$ cat config.mk
export PLATFORM = sky130hd
export DESIGN_NAME = keypad_scanner
export DESIGN_NICKNAME = d
export VERILOG_FILES = /design/src/rtl/keypad_scanner.sv
export SDC_FILE = /design/constraint.sdc
export NUM_CORES = 1
export LEC_CHECK = 0
export ABC_AREA = 1
export ABC_CLOCK_PERIOD_IN_PS = 1900
export BUFFER_PORTS_ARGS = -buffer_cell sky130_fd_sc_hd__buf_2
export CAP_MARGIN = 20
export CORE_MARGIN = 4
export CORE_UTILIZATION = 46
export CTS_CLUSTER_DIAMETER = 60
export DETAILED_ROUTE_END_ITERATION = 10
export PLACE_DENSITY = 0.78
export SYNTH_ARGS = -nofsm -noshare
export SYNTH_HDL_FRONTEND = slang
export SYNTH_SLANG_ARGS = --single-unit
$ cat constraint.sdc
create_clock -name CLOCK_50 -period 1.9 [get_ports CLOCK_50]
set_clock_uncertainty 0.15 [all_clocks]
set_input_delay 0.19 -clock CLOCK_50 [delete_from_list [all_inputs] [get_ports CLOCK_50]]
set_output_delay 0.19 -clock CLOCK_50 [all_outputs]
set_load 0.02 [all_outputs]
$ cat src/rtl/keypad_scanner.sv
// 4x4 matrix keypad scanner: column-multiplexed scan, lowest-column key wins,
// full-scan debounce of press and release, one-cycle strobe per accepted press.
module keypad_scanner #(
  parameter int SCAN_DIV       = 50000,
  parameter int DEBOUNCE_SCANS = 4
) (
  input  logic       CLOCK_50,
  input  logic       reset_n,
  output logic [3:0] kpc,
  input  logic [3:0] kpr,
  output logic [3:0] key_code,
  output logic       key_valid,
  output logic       key_held
);

  localparam int             DW       = $clog2(SCAN_DIV);
  localparam logic [DW-1:0]  DIV_LAST = DW'(SCAN_DIV - 1);
  localparam logic [3:0]     DEB_N    = 4'(DEBOUNCE_SCANS);

  typedef enum logic [1:0] {
    IDLE,
    DEB_PRESS,
    PRESSED,
    DEB_RELEASE
  } state_t;

  logic [3:0]    rows_meta;
  logic [3:0]    rows;
  logic [DW-1:0] div;
  logic          tick;
  logic [1:0]    col;

  logic          hit;
  logic [1:0]    hit_row;
  logic          acc_found;
  logic [3:0]    acc_code;
  logic          prior_found;
  logic          cand_found;
  logic [3:0]    cand_code;
  logic          scan_done;

  state_t        state, state_next;
  logic [3:0]    cnt, cnt_next;
  logic [3:0]    code_next;
  logic          valid_next;

  always_ff @(posedge CLOCK_50 or negedge reset_n) begin
    if (!reset_n) begin
      rows_meta <= '1;
      rows      <= '1;
    end else begin
      rows_meta <= kpr;
      rows      <= rows_meta;
    end
  end

  assign tick = (div == DIV_LAST);

  always_ff @(posedge CLOCK_50 or negedge reset_n) begin
    if (!reset_n) begin
      div <= '0;
      col <= '0;
    end else if (tick) begin
      div <= '0;
      col <= col + 2'd1;
    end else begin
      div <= div + 1'b1;
    end
  end

  assign kpc = ~(4'b0001 << col);

  always_comb begin
    hit     = 1'b0;
    hit_row = '0;
    for (int unsigned r = 0; r < 4; r++) begin
      if (!hit && !rows[r]) begin
        hit     = 1'b1;
        hit_row = 2'(r);
      end
    end
  end

  // The accumulator carries the earliest-column hit across a scan; column 0 starts it afresh.
  assign prior_found = acc_found && (col != 2'd0);
  assign cand_found  = prior_found || hit;
  assign cand_code   = prior_found ? acc_code : {hit_row, col};
  assign scan_done   = tick && (col == 2'd3);

  always_ff @(posedge CLOCK_50 or negedge reset_n) begin
    if (!reset_n) begin
      acc_found <= 1'b0;
      acc_code  <= '0;
    end else if (tick) begin
      acc_found <= cand_found;
      acc_code  <= cand_code;
    end
  end

  always_ff @(posedge CLOCK_50 or negedge reset_n) begin
    if (!reset_n) begin
      state     <= IDLE;
      cnt       <= '0;
      key_code  <= '0;
      key_valid <= 1'b0;
    end else begin
      state     <= state_next;
      cnt       <= cnt_next;
      key_code  <= code_next;
      key_valid <= valid_next;
    end
  end

  always_comb begin
    state_next = state;
    cnt_next   = cnt;
    code_next  = key_code;
    valid_next = 1'b0;
    if (scan_done) begin
      unique case (state)
        IDLE: begin
          if (cand_found) begin
            code_next = cand_code;
            cnt_next  = 4'd1;
            if (DEB_N == 4'd1) begin
              state_next = PRESSED;
              valid_next = 1'b1;
            end else begin
              state_next = DEB_PRESS;
            end
          end
        end
        DEB_PRESS: begin
          if (!cand_found) begin
            state_next = IDLE;
            cnt_next   = '0;
          end else if (cand_code == key_code) begin
            cnt_next = cnt + 4'd1;
            if (cnt + 4'd1 == DEB_N) begin
              state_next = PRESSED;
              valid_next = 1'b1;
            end
          end else begin
            code_next = cand_code;
            cnt_next  = 4'd1;
          end
        end
        PRESSED: begin
          if (!cand_found || cand_code != key_code) begin
            if (DEB_N == 4'd1) begin
              state_next = IDLE;
              cnt_next   = '0;
            end else begin
              state_next = DEB_RELEASE;
              cnt_next   = 4'd1;
            end
          end
        end
        DEB_RELEASE: begin
          if (cand_found && cand_code == key_code) begin
            state_next = PRESSED;
            cnt_next   = '0;
          end else begin
            cnt_next = cnt + 4'd1;
            if (cnt + 4'd1 == DEB_N) begin
              state_next = IDLE;
            end
          end
        end
        default: begin
          state_next = IDLE;
          cnt_next   = '0;
        end
      endcase
    end
  end

  assign key_held = (state == PRESSED) || (state == DEB_RELEASE);

endmodule

==> impl_metrics.yaml, run 1 <==
outcome:
  run_status: "complete, but fails checks"
  violations_in_the_final_reports: "negative setup slack"
clock_network:
  ctsLongestPathBuffers: 2
  root_driver: "sky130_fd_sc_hd__clkbuf_8"
  cts_tree: "built"
  clkLatencyLatePin_ps: 310
  cts.clk_slew.worst_paths_ps: 100
  htreeDepth: 2
  tritoncts.num_buffers: 5
  cts.sink_count: 42
grt:
  grt_pass1_wl_mm: 9.40
  first_global_vias: 2126
  initial_antenna_violation_count: 0
  grt.total_usage_pct: 18.8
  globalRouteOverflowTotal: 0
  grt_max_degree: 24
critical_path:
  worstSetupEndpointType: "register"
  critPathMaxFanout: 9
  worst_path_max_delay_cell: "sky130_fd_sc_hd__dfrtp_1"
  timing.critical_path.from: "col[0]"
  worstSetupPathType: "reg2reg"
  worst-endpoint-required_ps: 1940
  crit_arrival_ps: 2110
  timing.reg2reg.setup_slack_ps: -170
  timing.critical_path.mode_cell: "sky130_fd_sc_hd__nand2_4"
  startpoint_type: "register"
  crit_path_cell_trace: "inv_2 -> ha_4 -> inv_6 -> nand2_8 -> or2_4 -> nand2_4 -> nand2_4 -> nand2_4 -> nand3_4 -> nor2_4 -> nand2_4 -> nand3_2 -> nor2_2 -> nand2_1 -> nand2_1"
  rr_startpoint: "col[0]"
  worst_r2r_endpoint: "state[1]"
  critical_path_buf_inv_count: 2
  worst_reg_to_reg_path_cell_count: 15
  cpPeakStageDelay_ps: 370
  worst_path_dominant_cell_family: "simple AND/OR/NAND/NOR gates"
die:
  floorplan.initialDensity_pct: 48.5
  dieArea_um2: 6280
  core_area_um2: 4820
  num_io_pins: 16
  die_h_um: 79.2
  die_w_um: 79.2
  core.rowCount: 25
pwr:
  design_power_total_uw: 1860
  vdd_ir_drop_max_uv: 455
  power.leakage_uw: 0.00143
  pwr_density_cell_nw_per_um2: 616
synth:
  post_synth_xor_area_fraction_pct: 2.63
  synth_sequential_area_ratio_pct: 45.4
  synth-main-ff-cell: "sky130_fd_sc_hd__dfrtp_1"
  synth-async-reset-ratio_pct: 100
  synth.top_cells.by_count: "64 x sky130_fd_sc_hd__nand2_1, 43 x sky130_fd_sc_hd__inv_1, 34 x sky130_fd_sc_hd__dfrtp_1, 26 x sky130_fd_sc_hd__nand3_1, 20 x sky130_fd_sc_hd__nor2_1"
  muxShareOfSynthArea_pct: 0
  synth_adder_area_share_pct: 3.75
  synth.avg_cell_area_um2: 8.22
  synth_top_area_share_pct: 36.4
  synthDistinctLibCells: 33
  yosys_register_bits: 42
  syn_inst: 284
  synth_top_family_by_area: "simple AND/OR/NAND/NOR gates"
  netlist_top_cells_area: "sky130_fd_sc_hd__dfrtp_1 36%, sky130_fd_sc_hd__nand2_1 10%, sky130_fd_sc_hd__dfstp_2 9.0%"
  synth_enable_flop_cells: 0
  synth_simple_gate_area_share_pct: 33.2
  post_synth_instance_area_um2: 2330
  yosysMostFrequentCell: "sky130_fd_sc_hd__nand2_1"
  yosys.area.top_type: "sky130_fd_sc_hd__dfrtp_1"
  synthesis.yosys.warnings: 0
  synth_compound_gate_area_share_pct: 6.97
  syn_nets: 297
layout:
  fraction_of_final_layout_cells_with_drive_strength_greater_than_1_pct: 32.9
  post_layout_nonfiller_instances: 404
  num_antenna_cells: 0
  postLayoutCoreUtil_pct: 62.7
  synthToLayoutAreaGrowth_pct: 29.3
  finish.net_count: 349
timing:
  final.period_utilization_pct: 109
  setup_violations: 10
  finalHoldViolCount: 0
  setup_tns_ps: -1350
  rsz0062_at_grt: "yes"
  achievable-frequency_mhz: 483
  tightest_slew_ps: 458
  worst_slack_ps: -171
  report.final.slew_viol_count: 0
  worst_slew_slack_as_a_fraction_of_its_limit_pct: 69.5
  hold_slack_ps: 211
  timing.final.crit_period_ps: 2070
routing:
  drt-initial-drc-count: 151
  detail-route-antenna-nets: 0
  detail_route.drc_violations: 0
  drt-pass1-iter-count: 5
  routed-via-count: 2146
  via_per_inst: 5.31
  routed_wirelength_mm: 5.50
  average_wire_per_cell_in_the_routed_design_um: 13.6
placement:
  post-place-cells: 382
  place_congestion: 0.928
  place.detailed.hpwl_mm: 3.70
  buffer_ports.inserted: 15
job:
  maxCapViolCount: 0
worst_hold_path:
  min_path_type: "in2async"
[metrics by stage]
step / area [um2] / setup slack, ps
2_1_floorplan: 2350 / -124
5_1_grt: 3020 / -329
6_report: 3020 / -171
4_1_cts: 2920 / -135
3_3_place_gp: 2660 / -98.0
3_5_place_dp: 2660 / -178
[registers in the layout, indices dropped and copies added, names as in the netlist, 2 cells and up]
register / flops
state: 2
div: 16
cnt: 4
rows_meta: 4
acc_code: 4
rows: 4
key_code: 4
col: 2
[cell usage in the layout (no fill, tap or decap), types with 8 or more instances in the layout]
cell                      netlist  layout
sky130_fd_sc_hd__nor2_1        20      14
sky130_fd_sc_hd__nand2_1       64      57
sky130_fd_sc_hd__dfstp_2        8       8
sky130_fd_sc_hd__nand2_2        1       8
sky130_fd_sc_hd__nand3_1       26      22
sky130_fd_sc_hd__dfrtp_1       34      34
sky130_fd_sc_hd__o21ai_0       14      13
sky130_fd_sc_hd__nand4_1        8       8
sky130_fd_sc_hd__inv_1         43      38
sky130_fd_sc_hd__buf_4          0      27
sky130_fd_sc_hd__buf_2          0      15
[per-layer routing]
metal / wire length [um] / GRT usage [%] / vias up / part of all wire (%)
met4: 266 / 9.97 / 0 / 4.8
met5: 0 / 0 / - / 0
met2: 2730 / 32.4 / 83 / 50
met3: 248 / 3.40 / 31 / 4.5
li1: - / - / 1024 / -
met1: 2250 / 22.1 / 1008 / 41
[timing repair]
action,CTS,global route
hold buffers,5,0
endpoints found under the hold margin,15,0
buffers inserted,3,6
endpoints found under the setup margin,12,15
pin swaps,6,9
gates resized for setup,12,19
[final cells by class]
type | count | area, um2
clock buffer | 5 | 68.8
clock inverter | 3 | 68.8
fill | 408 | 1800
inverter | 46 | 178
multi-input combinational | 192 | 1200
sequential | 42 | 1060
tap | 67 | 83.8
timing repair buffer | 49 | 359
[worst max path at each step]
| stage | to | slack, ps | depth (start not counted) |
|---|---|---|---|
| floorplan | state[0] | -120 | 15 |
| global placement | state[0] | -100 | 15 |
| detailed placement | key_code[1] | -180 | 11 |
| CTS | state[1] | -130 | 15 |
| global route | state[1] | -330 | 15 |
| finish | state[1] | -170 | 15 |
[power by group]
group	switching [uW]	internal, uW
Clock	333	527
Sequential	5.59	909
Combinational	50.9	35.6
Total	389	1470
[cell families (layout without fill, tap and decap cells)]
kind of cell,count (synthesis),after routing
xor+xnor,7,7
fa+ha+maj,7,7
simple gates,150,150
buf+inv,50,103
flops,42,42
compound gates,28,28
Power figures use the tool's default switching activity.
==> run 2: changes to the inputs <==
- CTS_BUF_LIST: unset -> sky130_fd_sc_hd__clkbuf_16
==> run 2 against run 1 <==
Against the previous run: the flow still finishes with violations (negative setup slack); hold slack worse by 2.8 ps; power increased by 14%; routed wire length up 3.3%; fmax shrank 0.95%; sequential cell count unchanged; via count decreased by 1.5%; cell area rose by 4.0%; largest power group is now the clock network.
==> impl_metrics.yaml, run 2 (synthesized netlist as in run 1, its figures left out) <==
pwr:
  clkPwrFrac_pct: 52.7
  netSwitchingFraction_pct: 19.9
  vdd_ir_drop_max_uv: 562
  pwr_density_cell_nw_per_um2: 676
  net_switching_uw: 422
  p_seq_share_pct: 43.1
  power_report.internal_total_uw: 1700
  power.leakage_uw: 0.00148
  combinational_fraction_of_design_power_pct: 4.2
critical_path:
  worst_path_dominant_cell_family: "simple AND/OR/NAND/NOR gates"
  cpPeakStageDelay_ps: 390
  crit_arrival_ps: 2120
  timing.reg2reg.setup_slack_ps: -190
  critPathMaxFanout: 6
  worst_r2r_endpoint: "state[1]"
  startpoint_type: "register"
  worst_path_max_delay_cell: "sky130_fd_sc_hd__dfrtp_1"
  crit_path_cell_trace: "inv_2 -> ha_4 -> inv_6 -> nand2_4 -> nand2_1 -> nand3_1 -> nand2_1 -> nor2_2 -> nand3_4 -> nor2_4 -> nand2_4 -> nand3_2 -> nor2_2 -> nand2_1 -> nand2_1"
  worstSetupPathType: "reg2reg"
  worst_reg_to_reg_path_cell_count: 15
  worstSetupEndpointType: "register"
  rr_startpoint: "col[0]"
  timing.critical_path.mode_cell: "sky130_fd_sc_hd__nand2_1"
  critical_path_buf_inv_count: 2
  worst-endpoint-required_ps: 1930
timing:
  worst_slew_slack_as_a_fraction_of_its_limit_pct: 69.7
  report.final.slew_viol_count: 0
  finalHoldViolCount: 0
  tightest_slew_ps: 455
  worst_slack_ps: -190
  final.period_utilization_pct: 110
  hold_slack_ps: 208
  setup_tns_ps: -1470
  achievable-frequency_mhz: 478
  setup_violations: 11
  rsz0062_at_grt: "yes"
  timing.final.crit_period_ps: 2090
job:
  maxCapViolCount: 0
clock_network:
  tritoncts.num_buffers: 5
  cts.sink_count: 42
  htreeDepth: 2
  root_driver: "sky130_fd_sc_hd__clkbuf_16"
  clkLatencyLatePin_ps: 290
  cts.clk_slew.worst_paths_ps: 60
  cts_tree: "built"
  ctsLongestPathBuffers: 2
placement:
  place_congestion: 0.928
  post-place-cells: 382
  buffer_ports.inserted: 15
  place.detailed.hpwl_mm: 3.70
layout:
  layout_commonest_cell: "sky130_fd_sc_hd__nand2_1"
  fraction_of_final_layout_cells_with_drive_strength_greater_than_1_pct: 34.8
  num_antenna_cells: 0
  registers.top_by_ff_count: "div"
  synthToLayoutAreaGrowth_pct: 34.5
  most_frequent_cells_in_the_layout: "55 x sky130_fd_sc_hd__nand2_1, 39 x sky130_fd_sc_hd__inv_1, 34 x sky130_fd_sc_hd__dfrtp_1, 28 x sky130_fd_sc_hd__buf_4, 19 x sky130_fd_sc_hd__nand3_1"
  max_reg_flops: 16
  post_layout_nonfiller_instances: 406
  finish.net_count: 351
die:
  floorplan.initialDensity_pct: 48.5
  num_io_pins: 16
  die_h_um: 79.2
  core.rowCount: 25
  dieArea_um2: 6280
  core_area_um2: 4820
  die_w_um: 79.2
grt:
  grt_pass1_wl_mm: 9.71
  grt.total_usage_pct: 19.4
  met3_grt_util_pct: 3.51
  grt_most_used_layer: "met2"
  first_global_vias: 2110
  globalRouteOverflowTotal: 0
  initial_antenna_violation_count: 0
  grt_use_met1_pct: 23.5
  grt_max_degree: 24
  globalRouteMet2Util_pct: 33.7
routing:
  routed_wirelength_mm: 5.68
  via_per_inst: 5.20
  routed-via-count: 2113
  detail_route.drc_violations: 0
  drt-pass1-iter-count: 6
  average_wire_per_cell_in_the_routed_design_um: 14.0
  drt-initial-drc-count: 125
  detail-route-antenna-nets: 0
worst_hold_path:
  min_delay_path_depth: 0
  min_path_type: "reg2reg"
  worstHoldEndpoint: "rows[1]"
  hp-start: "rows_meta[1]"
outcome:
  run_status: "complete, but fails checks"
  violations_in_the_final_reports: "negative setup slack"
run 2: changes by cell type in the layout (fill, tap and decap cells not counted), moves of 2 or more:
| cell | before | now |
|---|---|---|
| sky130_fd_sc_hd__nand2_2 | 8 | 10 |
| sky130_fd_sc_hd__inv_2 | 7 | 5 |
| sky130_fd_sc_hd__clkbuf_8 | 5 | 0 |
| sky130_fd_sc_hd__clkbuf_16 | 0 | 5 |
| sky130_fd_sc_hd__nand3_2 | 6 | 9 |
| sky130_fd_sc_hd__nand3_1 | 22 | 19 |
| sky130_fd_sc_hd__nand2_1 | 57 | 55 |
run 2: area by class of cell:
cell class,instances,area (um2)
clock buffers,5,125
flip-flops and latches,42,1060
multi-input cells,193,1250
well taps,67,83.8
repair buffers,50,367
inverters,46,181
clock inverters,3,68.8
fillers,391,1680
run 2: worst register-to-register path: cells and delay by family (launching register included):
family	cells	cell delay, ps
adders and majority gates	1	170
buffers and inverters	2	150
DFF	1	390
and+or+nand+nor	12	1110
run 2: through the flow:
stage | total power [uW] | worst slack, ps | instance area [um2] | util [%]
after global routing | 2190 | -356 | 3140 | 65.2
after floorplan | 962 | -124 | 2350 | -
after global placement | 996 | -98.0 | 2660 | 55.2
final | 2120 | -190 | 3140 | 65.2
after detailed placement | 999 | -178 | 2660 | 55.2
after CTS | 2120 | -139 | 2960 | 61.5
run 2: how the worst max path moves through the flow:
| stage | startpoint | to | slack, ps | depth (start not counted) |
|---|---|---|---|---|
| after floorplan | col[0] | state[0] | -120 | 15 |
| after global placement | col[1] | state[0] | -100 | 15 |
| after detailed placement | col[1] | key_code[1] | -180 | 11 |
| after CTS | col[0] | state[1] | -140 | 15 |
| after global routing | col[0] | state[1] | -360 | 14 |
| final | col[0] | state[1] | -190 | 15 |
run 2: power groups by stage:
stage,Combinational (uW),Clock (uW),Sequential [uW]
CTS,78.0,1130,916
finish,88.3,1120,916
floorplan,32.3,0,930
global placement,66.0,0,930
detailed placement,67.7,0,931
global route,98.5,1180,916
run 2: metal layers:
metal	routed length, um	vias to the layer above
met5	0	-
li1	-	1030
met4	141	0
met2	3000	57
met3	237	16
met1	2310	1010
run 2: what timing repair did:
item	CTS	global route
hold endpoints to repair	15	0
hold buffers	5	0
pin swaps	7	11
setup endpoints to repair	11	28
gates resized for setup	11	28
gates cloned	0	1
buffers inserted	2	8
